==> src/rtl/mux8way_arbiter_if.sv <==
// Bus bundle for the 8-way arbitrated mux: eight valid/ready sources merged onto one tagged sink.
// The arbiter uses modport master; the surrounding sources/sink environment uses modport slave.
interface mux8way_arbiter_if #(
  parameter int unsigned WIDTH = 16
);
  localparam int unsigned N_SRC = 8;
  localparam int unsigned SEL_W = 3;

  logic [N_SRC-1:0]       in_valid;
  logic [N_SRC-1:0]       in_ready;
  logic [N_SRC*WIDTH-1:0] in_data;
  logic                   out_valid;
  logic                   out_ready;
  logic [WIDTH-1:0]       out_data;
  logic [SEL_W-1:0]       out_sel;

  modport master (
    input  in_valid,
    output in_ready,
    input  in_data,
    output out_valid,
    input  out_ready,
    output out_data,
    output out_sel
  );

  modport slave (
    output in_valid,
    input  in_ready,
    output in_data,
    input  out_valid,
    output out_ready,
    input  out_data,
    input  out_sel
  );
endinterface

==> src/rtl/mux8way_arbiter.sv <==
// 8-way arbitrated mux into a one-entry output register tagged with the source index.
// Define MUX8WAY_ARB_ROUND_ROBIN_EN for round-robin grant; default is fixed priority (index 0 highest).
module mux8way_arbiter #(
  parameter int unsigned WIDTH = 16
) (
  input  logic              clk,
  input  logic              rst_n,
  mux8way_arbiter_if.master bus
);
  localparam int unsigned N_SRC = 8;
  localparam int unsigned SEL_W = 3;

  typedef enum logic {EMPTY = 1'b0, FULL = 1'b1} state_t;

  state_t           state;
  logic [WIDTH-1:0] out_data_q;
  logic [SEL_W-1:0] out_sel_q;
  logic             can_load;
  logic             any_valid;
  logic             load;
  logic [SEL_W-1:0] grant_idx;
  logic [N_SRC-1:0] grant;

  // rst_n gating keeps every in_ready low while reset is held
  assign can_load  = rst_n & ((state == EMPTY) | bus.out_ready);
  assign any_valid = |bus.in_valid;
  assign load      = can_load & any_valid;

`ifdef MUX8WAY_ARB_ROUND_ROBIN_EN
  logic [SEL_W-1:0] rr_ptr;

  // Descending scan so the smallest offset from rr_ptr is the last (winning) assignment
  always_comb begin
    logic [SEL_W-1:0] idx;
    grant_idx = '0;
    idx       = '0;
    for (int k = int'(N_SRC) - 1; k >= 0; k--) begin
      idx = rr_ptr + SEL_W'(k);
      if (bus.in_valid[idx]) grant_idx = idx;
    end
  end

  always_ff @(posedge clk or negedge rst_n) begin
    if (!rst_n) begin
      rr_ptr <= '0;
    end else if (load) begin
      rr_ptr <= grant_idx + SEL_W'(1);
    end
  end
`else
  always_comb begin
    grant_idx = '0;
    for (int k = int'(N_SRC) - 1; k >= 0; k--) begin
      if (bus.in_valid[k]) grant_idx = SEL_W'(k);
    end
  end
`endif

  always_comb begin
    grant = '0;
    if (any_valid) grant[grant_idx] = 1'b1;
  end

  assign bus.in_ready = grant & {N_SRC{can_load}};

  // Output register: a load takes priority, so drain+load in one edge keeps FULL
  always_ff @(posedge clk or negedge rst_n) begin
    if (!rst_n) begin
      state      <= EMPTY;
      out_data_q <= '0;
      out_sel_q  <= '0;
    end else if (load) begin
      state      <= FULL;
      out_data_q <= bus.in_data[32'(grant_idx) * WIDTH +: WIDTH];
      out_sel_q  <= grant_idx;
    end else if ((state == FULL) && bus.out_ready) begin
      state      <= EMPTY;
    end
  end

  assign bus.out_valid = (state == FULL);
  assign bus.out_data  = out_data_q;
  assign bus.out_sel   = out_sel_q;
endmodule

==> src/flat_wrapper.sv <==
// flat-port wrapper written by rule: the top's interface ports become plain ports
module mux8way_arbiter_flat 
#(
  parameter int unsigned WIDTH = 16
)
  (clk, rst_n, bus_in_valid, bus_in_ready, bus_in_data, bus_out_valid, bus_out_ready, bus_out_data, bus_out_sel);
  mux8way_arbiter_if #(.WIDTH(WIDTH)) bus_i ();
  input  logic clk;
  input  logic rst_n;
  input wire logic [$bits(bus_i.in_valid)-1:0] bus_in_valid;
  output wire logic [$bits(bus_i.in_ready)-1:0] bus_in_ready;
  input wire logic [$bits(bus_i.in_data)-1:0] bus_in_data;
  output wire logic [$bits(bus_i.out_valid)-1:0] bus_out_valid;
  input wire logic [$bits(bus_i.out_ready)-1:0] bus_out_ready;
  output wire logic [$bits(bus_i.out_data)-1:0] bus_out_data;
  output wire logic [$bits(bus_i.out_sel)-1:0] bus_out_sel;
  assign bus_i.in_valid = bus_in_valid;
  assign bus_in_ready = bus_i.in_ready;
  assign bus_i.in_data = bus_in_data;
  assign bus_out_valid = bus_i.out_valid;
  assign bus_i.out_ready = bus_out_ready;
  assign bus_out_data = bus_i.out_data;
  assign bus_out_sel = bus_i.out_sel;
  mux8way_arbiter #(.WIDTH(WIDTH)) u_core (.clk(clk), .rst_n(rst_n), .bus(bus_i));
endmodule
==> config.mk <==
export PLATFORM = sky130hd
export DESIGN_NAME = mux8way_arbiter_flat
export DESIGN_NICKNAME = d
export VERILOG_FILES = /design/src/rtl/mux8way_arbiter_if.sv /design/src/rtl/mux8way_arbiter.sv /design/src/flat_wrapper.sv
export SDC_FILE = /design/constraint.sdc
export NUM_CORES = 1
export LEC_CHECK = 0
export ABC_AREA = 1
export BUFFER_PORTS_ARGS = -buffer_cell sky130_fd_sc_hd__buf_2
export CAP_MARGIN = 20
export CORE_MARGIN = 3
export CORE_UTILIZATION = 43
export CTS_CLUSTER_DIAMETER = 100
export DETAILED_ROUTE_END_ITERATION = 8
export GPL_TIMING_DRIVEN = 0
export PLACE_DENSITY = 0.94
export SYNTH_ARGS = -nofsm -noshare
export SYNTH_HDL_FRONTEND = slang
export SYNTH_SLANG_ARGS = --single-unit
export TNS_END_PERCENT = 20
==> constraint.sdc <==
create_clock -name clk -period 1.87 [get_ports clk]
set_input_delay 0.0935 -clock clk [delete_from_list [all_inputs] [get_ports clk]]
set_output_delay 0.0935 -clock clk [all_outputs]
set_load 0.1 [all_outputs]
### Yosys cells after proc, flatten, opt, wreduce, memory -nomap -nowiden

Cells that the tools add are included.

| storage, ports and cells | value |
|---|---|
| register bits after elaboration | 20 |
| input port bits | 139 |
| word-level logic and storage cells | 28 |

| operators by class | value |
|---|---|
| order comparisons | 2 |
| shift operators | 1 |
| muxes and demuxes | 13 |
| bitwise operators | 5 |
| reduce and logical (&&, ||, !) cells | 4 |

Operator list:

| operator | count |
|---|---|
| variable part select 128 x 8 -> 16 bit | 1 |
| two-way mux 3 bit | 8 |
| AND 8 bit | 1 |
| two-way mux 8 bit | 1 |
| OR reduction 8 bit | 1 |
| less-than comparator 3 x 4 -> 1 bit (second input constant) | 1 |
| demux 1 bit (select 3 bit) | 1 |
| >= comparator 3 x 1 -> 1 bit (second input constant) | 1 |
| two-way mux 1 bit | 3 |
| AND 1 bit | 2 |
| logical AND 1 bit | 2 |
| nonzero test 2 bit | 1 |
| NOT 1 bit | 1 |
| OR 1 bit | 1 |

### Logic depth before layout (Yosys ltp)

Gate-level depths: netlist of run 1.

| logic depth | value |
|---|---|
| depth after elaboration | 14 |
| depth in mapped cells | 14 |
| gate-level depth less buffers | 13 |

### Least setup slack after synthesis of run 1

OpenSTA, ideal clock, no wires.

| path | value |
|---|---|
| path kind | reg-to-output |
| from | register u_core.state, in the netlist u_core.bus.out_valid |
| to | output port bus_in_ready[1] |
| arrival time | 3.624 ns |
| setup slack | -1.847 ns |
| stages on the path, launching flop included | 7 |
| buffers on the path | 1 |
| path through | dfrtp_1 inv_1 o21ai_1 a21oi_4 buf_2 inv_2 nor3_1 |

| between the ends | value |
|---|---|
| word-level cells in the longest chain between the ends | 4 |

Ends and longest elaborated chain:

| what | line | text |
|---|---|---|
| start, declared | mux8way_arbiter.sv:15 | `state_t state;` |
| start signal, assigned | mux8way_arbiter.sv:69 | `state <= EMPTY;` |
| start signal, assigned | mux8way_arbiter.sv:73 | `state <= FULL;` |
| start signal, assigned | mux8way_arbiter.sv:77 | `state <= EMPTY;` |
| NOT 1 bit | mux8way_arbiter.sv:25 | `assign can_load = rst_n & ((state == EMPTY) \| bus.out_ready);` |
| OR 1 bit | mux8way_arbiter.sv:25 |  |
| AND 1 bit | mux8way_arbiter.sv:25 |  |
| AND 8 bit | mux8way_arbiter.sv:64 | `assign bus.in_ready = grant & {N_SRC{can_load}};` |
| end, declared | flat_wrapper.sv:11 | `output wire logic [$bits(bus_i.in_ready)-1:0] bus_in_ready;` |

No other way between the ends.

### Worst setup path after layout of run 1

Ends and elaborated chain as after synthesis.

==> results of run 1 <==
## routing by layer
metal  routed length, µm  vias to the layer above  global-route usage  share of wire
li1                    -                     1636                   -              -
met2                4923                      251              0.5163           0.50
met4                 267                        0              0.1250          0.027
met5                   0                        -                   0              0
met1                3561                     1556              0.3123           0.36
met3                1046                       32             0.05876           0.11
## state kept, by name, indices dropped and copies added, names as in the netlist
register,cells
u_core.bus.out_data,16
u_core.bus.out_sel,3
u_core.bus.out_valid,1
## timing repair
| action | 4_1_cts | 5_1_grt |
|---|---|---|
| endpoints found under the setup margin | 3 | 8 |
| resized for setup | 12 | 8 |
| setup buffers | 2 | 0 |
| gates cloned | 0 | 0 |
| hold endpoints to repair | 20 | 0 |
| hold buffers | 1 | 0 |
| pin swaps | 0 | 0 |
## logic make-up after synthesis
kind of cell / after synthesis / share of synthesized area
AND/OR/NAND/NOR: 278 / 0.5778
flip-flops: 20 / 0.2047
AO/OA/AOI/OAI: 23 / 0.05834
buffers and inverters: 78 / 0.1592
## area by class of cell
class                           count  area [µm²]  area share
Buffer                             27       201.4     0.05594
Clock buffer                        3       41.29     0.01147
Clock inverter                      1       30.03    0.008339
Inverter                           51       206.4     0.05733
Multi-Input combinational cell    301        1619      0.4496
Sequential cell                    20       504.2      0.1400
Tap cell                           70       87.58     0.02432
Timing Repair Buffer              169       910.9      0.2530
## worst paths after layout
path	start	end	slack (ps)	cells past startpoint
hold / removal	bus_out_ready	u_core.bus.out_valid	40	2
max in group asynchronous	rst_n	u_core.bus.out_valid	540	2
setup / recovery	u_core.bus.out_valid	bus_in_ready[1]	-20	7
hold reg to reg	u_core.bus.out_sel[1]	u_core.bus.out_sel[1]	520	2
min in group asynchronous	rst_n	u_core.bus.out_data[8]	630	2
setup reg to reg	u_core.bus.out_valid	u_core.bus.out_data[6]	130	10
## worst max-delay path, cell delays in order (launching register included)
cell	delay (ps)
dfrtp_4	500
inv_4	70
o21ai_4	100
a21oi_4	190
buf_6	180
inv_6	60
nor3_4	200
buf_12	200
## power by group
part	internal [mW]	total (mW)	switching, mW
registers	0.509	0.547	0.0384
logic	0.351	1.37	1.02
clock network	0.286	0.453	0.167
## through the flow
stage	util	power [mW]
2_1_floorplan	-	1.534
3_3_place_gp	0.6487	1.867
3_5_place_dp	0.6487	1.893
4_1_cts	0.6751	2.361
5_1_grt	0.6791	2.477
6_report	0.6791	2.368
## cells in the final DEF, fill, tap and decap left out
| cell | instances |
|---|---|
| inv_2 | 6 |
| clkbuf_1 | 2 |
| buf_1 | 2 |
| dfrtp_4 | 1 |
| nor3_4 | 2 |
| bufinv_16 | 1 |
| dlygate4sd3_1 | 1 |
| nor2_8 | 3 |
| a21oi_4 | 1 |
| o21ai_4 | 1 |
| buf_4 | 12 |
| nand2_1 | 76 |
| or2_2 | 2 |
| o21a_1 | 1 |
| a21oi_1 | 16 |
| buf_2 | 166 |
| clkbuf_4 | 4 |
| inv_4 | 4 |
| nand4_1 | 10 |
| inv_1 | 40 |
| inv_6 | 1 |
| o21bai_4 | 1 |
| nor2_1 | 16 |
| nand2_2 | 14 |
| nand3_1 | 120 |
| nor3_2 | 4 |
| buf_12 | 4 |
| nor2_4 | 3 |
| nor2_2 | 11 |
| clkbuf_8 | 3 |
| nand2_4 | 3 |
| or2_0 | 3 |
| dfrtp_1 | 19 |
| buf_6 | 5 |
| or2_1 | 11 |
| o21ai_0 | 3 |
==> reports/results.txt, run 1 <==
RSZ-0062 raised after global routing = yes
asr flop ratio synth = 1.000
non-filler cells, final = 642
Slew headroom = 0.3538
worst min path class = in -> reg
Slew Limit Fails = 0
hpwl dp = 7628 µm
CTS Buf Count = 3
Netlist cell types = 29
global-route wire length before repair = 14550 µm
final setup fails = 1
Syn-to-layout area delta = 47.29%
initial antenna violation count = 0
core area = 0.005303 mm²
die area = 0.006627 mm²
final period utilization = 1.009
Layout fillers = 468
clk_lat worst skew = 270 ps
DR pass1 iterations = 6
Worst Path Arrival = 1790 ps
layout cells sized above 1 = 0.4406
cell taking the most area after synthesis = nand3_1
Synth area leaders = nand3_1, dfrtp_1, nand2_1, inv_1, nand2_2
H-Tree Depth = 1
Post-DP Area = 0.003440 mm²
total number of vias = 3475
total routed wirelength = 9798 µm
Data required, critical path = 1780 ps
peak supply drop = 0.4916 mV
FP Rows = 26
number of synthesized flops with an enable pin = 0
Final Hold Viols = 0
Tot GR Track Use = 0.2830
Sink Count = 20
PortBufs = 166
syn_nets = 538
die extent in x = 81.41 µm
detailed-route DRC error count = 0
sequential share of the synthesized area = 0.2047
Reg clk slew, reported paths = 90 ps
list of most frequent post-synthesis cells = nand3_1, nand2_1, inv_1, dfrtp_1, nor2_1
remaining antenna violation count = 0
crit start category = flop
LEAKAGE = 1.972 nW
WS Path Type = reg -> out
Final Skew = 8.983 ps
post-synthesis register bit count = 20
failing checks = setup timing
Period minus WS final = 1887 ps
Post-Syn Instances = 399
# diodes = 0
fmax = 0.5301 GHz
setup TNS = -16.57 ps
post-DR wirelength/cell = 15.26 µm
Iter 0 DRT Violations = 240
number of global-route vias before repair = 3341
Initial Util = 0.4611
mapped cell area = 0.002445 mm²
Mean Syn Cell Area = 6.127 µm²
CTS tree = built
Clk Tree Root Cell = clkbuf_8
Max Cap Viol = 0
PwrDens = 657.7 mW/mm²
crit end category = output pin
worst hold slack = 41.25 ps
top cell type's share of synthesized area = 0.2456
fin worst setup slack = -16.57 ps
YS warnings = 0
status = finished with violations
crit-path max FO = 10
IO Pins = 167
Via density = 5.413
chip height = 81.41 µm
placed cells = 635
top-count cell post-synth = nand3_1
Bufs on Longest Clock Path = 2
pre-CTS WS = -154.2 ps
ys flop type = dfrtp_1
final instance area = 0.003601 mm²
largest net degree at the start of global routing = 21
GP Congestion = 0.8622
Total Nets Final = 712
Overflow after GRT = 0
worst-margin pin slew = 966.1 ps
Note: power is estimated with default switching activity, not from simulation.
==> run 2, diff against run 1 <==
--- a/config.mk
+++ b/config.mk
@@ -10,7 +10,7 @@
 export CAP_MARGIN = 20
 export CORE_MARGIN = 3
 export CORE_UTILIZATION = 43
-export CTS_CLUSTER_DIAMETER = 100
+export CTS_CLUSTER_DIAMETER = 50
 export DETAILED_ROUTE_END_ITERATION = 8
 export GPL_TIMING_DRIVEN = 0
 export PLACE_DENSITY = 0.94
==> constraint.sdc (replaced) <==
create_clock -name clk -period 1.87 [get_ports clk]
set_input_delay 0.0935 -clock clk [delete_from_list [all_inputs] [get_ports clk]]
set_output_delay 0.0935 -clock clk [all_outputs]
set_load 0.02 [all_outputs]
==> reports/results.txt, run 2 (synthesized netlist as in run 1, its figures left out) <==
most common cell after layout, fill and taps aside = buf_2
Final Skew = 13.35 ps
LEAKAGE = 1.958 nW
CTS Buf Count = 3
commonest cells after routing, fill and taps aside = buf_2, nand3_1, nand2_1
crit path max-delay cell type = dfrtp_1
crit start category = flop
total number of vias = 3396
layout cells sized above 1 = 0.4248
Bufs on Longest Clock Path = 2
Reg clk slew, reported paths = 70 ps
hpwl dp = 7657 µm
FP Rows = 26
Post-DP Area = 0.003363 mm²
crit-path max cell delay = 380 ps
Data required, critical path = 1780 ps
PortBufs = 166
final setup fails = 0
crit end category = output pin
pre-CTS WS = -294.8 ps
die extent in x = 81.41 µm
Worst Path Arrival = 1670 ps
Sink Count = 20
fin worst setup slack = 104.1 ps
Reg2Reg Capture Point = u_core.bus.out_data[3]
WHS Path Cells = 2
Slew headroom = 0.3640
DR pass1 iterations = 6
final period utilization = 0.9443
Via density = 5.290
hold path endpoint = u_core.bus.out_valid
Critical R2R Launch = u_core.bus.out_valid
Slew Limit Fails = 0
WS Path Type = reg -> out
crit-path max FO = 10
Tot Pwr = 1.830 mW
largest net degree at the start of global routing = 21
core area = 0.005303 mm²
final instance area = 0.003497 mm²
GP Congestion = 0.8977
Tot GR Track Use = 0.2885
status = finished clean
Period minus WS final = 1766 ps
clk_lat worst skew = 260 ps
worst r2r path cells = 10
detailed-route DRC error count = 0
die area = 0.006627 mm²
peak supply drop = 0.2970 mV
CP cell instances = inv_1, o21ai_4, a21oi_4, buf_6, inv_2, nor3_1, buf_4
initial antenna violation count = 0
Syn-to-layout area delta = 43.04%
Total Nets Final = 712
hold_sp = bus_out_ready
worst-margin pin slew = 950.9 ps
Clk Tree Root Cell = clkbuf_8
Initial Util = 0.4611
Largest register FFs = 16
IO Pins = 167
# diodes = 0
worst min path class = in -> reg
fmax = 0.5663 GHz
kind of cell adding the most delay to the critical path = buffers and inverters
Layout fillers = 481
CP Buf/Inv Count = 4
total routed wirelength = 9701 µm
global-route wire length before repair = 14780 µm
chip height = 81.41 µm
Overflow after GRT = 0
PwrDens = 523.4 mW/mm²
r2r setup slk = 220 ps
RSZ-0062 raised after global routing = yes
post-DR wirelength/cell = 15.11 µm
Final Hold Viols = 0
H-Tree Depth = 1
number of global-route vias before repair = 3277
Iter 0 DRT Violations = 167
remaining antenna violation count = 0
Max Cap Viol = 0
CTS tree = built
run 2: changes by cell type in the layout (fill, tap and decap cells not counted), sizes merged:
| cell | before | now |
|---|---|---|
| buf | 189 | 192 |
| clkbuf | 9 | 6 |
run 2: stage by stage:
| step | std cells | utilization | TNS (ps) | hold WS [ps] |
|---|---|---|---|---|
| floorplan | 399 | - | 0 | -202.1 |
| global placement | 635 | 0.6343 | -3099 | 69.85 |
| detailed placement | 635 | 0.6343 | -3740 | 87.37 |
| CTS | 642 | 0.6541 | 0 | 63.36 |
| global route | 642 | 0.6595 | 0 | 121.5 |
| finish | 642 | 0.6595 | 0 | 90.06 |
run 2: how the worst max path moves through the flow:
| stage | from | end | slack [ps] | depth (start not counted) |
|---|---|---|---|---|
| 5_1_grt | u_core.bus.out_valid | bus_in_ready[3] | 10 | 7 |
| 2_1_floorplan | u_core.bus.out_valid | bus_in_ready[1] | 100 | 6 |
| 6_report | u_core.bus.out_valid | bus_in_ready[3] | 100 | 7 |
| 4_1_cts | u_core.bus.out_valid | bus_in_ready[3] | 60 | 7 |
| 3_3_place_gp | rst_n | bus_in_ready[1] | -250 | 7 |
| 3_5_place_dp | rst_n | bus_in_ready[3] | -290 | 7 |
run 2: cell type report:
class                           count  area (µm²)  area share
Multi-Input combinational cell    301        1572      0.4494
Timing Repair Buffer              169       865.8      0.2476
Sequential cell                    20       500.5      0.1431
Buffer                             27       201.4     0.05760
Inverter                           51       198.9     0.05689
Tap cell                           70       87.58     0.02504
Clock buffer                        3       41.29     0.01181
Clock inverter                      1       30.03    0.008587
run 2: power breakdown:
group	switching, mW	internal, mW
clock	0.153	0.286
sequential	0.0417	0.507
combinational	0.499	0.344
run 2: repair_timing:
action                                  4_1_cts  5_1_grt
resized for setup                             3        9
buffers inserted                              2        0
hold buffers                                  1        0
hold endpoints to repair                     20        0
endpoints found under the setup margin        3        4
run 2: metal layers:
layer | routed length [µm] | GRT usage
met2 | 4702 | 0.5252
met3 | 992 | 0.04324
met5 | 0 | 0
met4 | 301 | 0.1368
met1 | 3706 | 0.3259
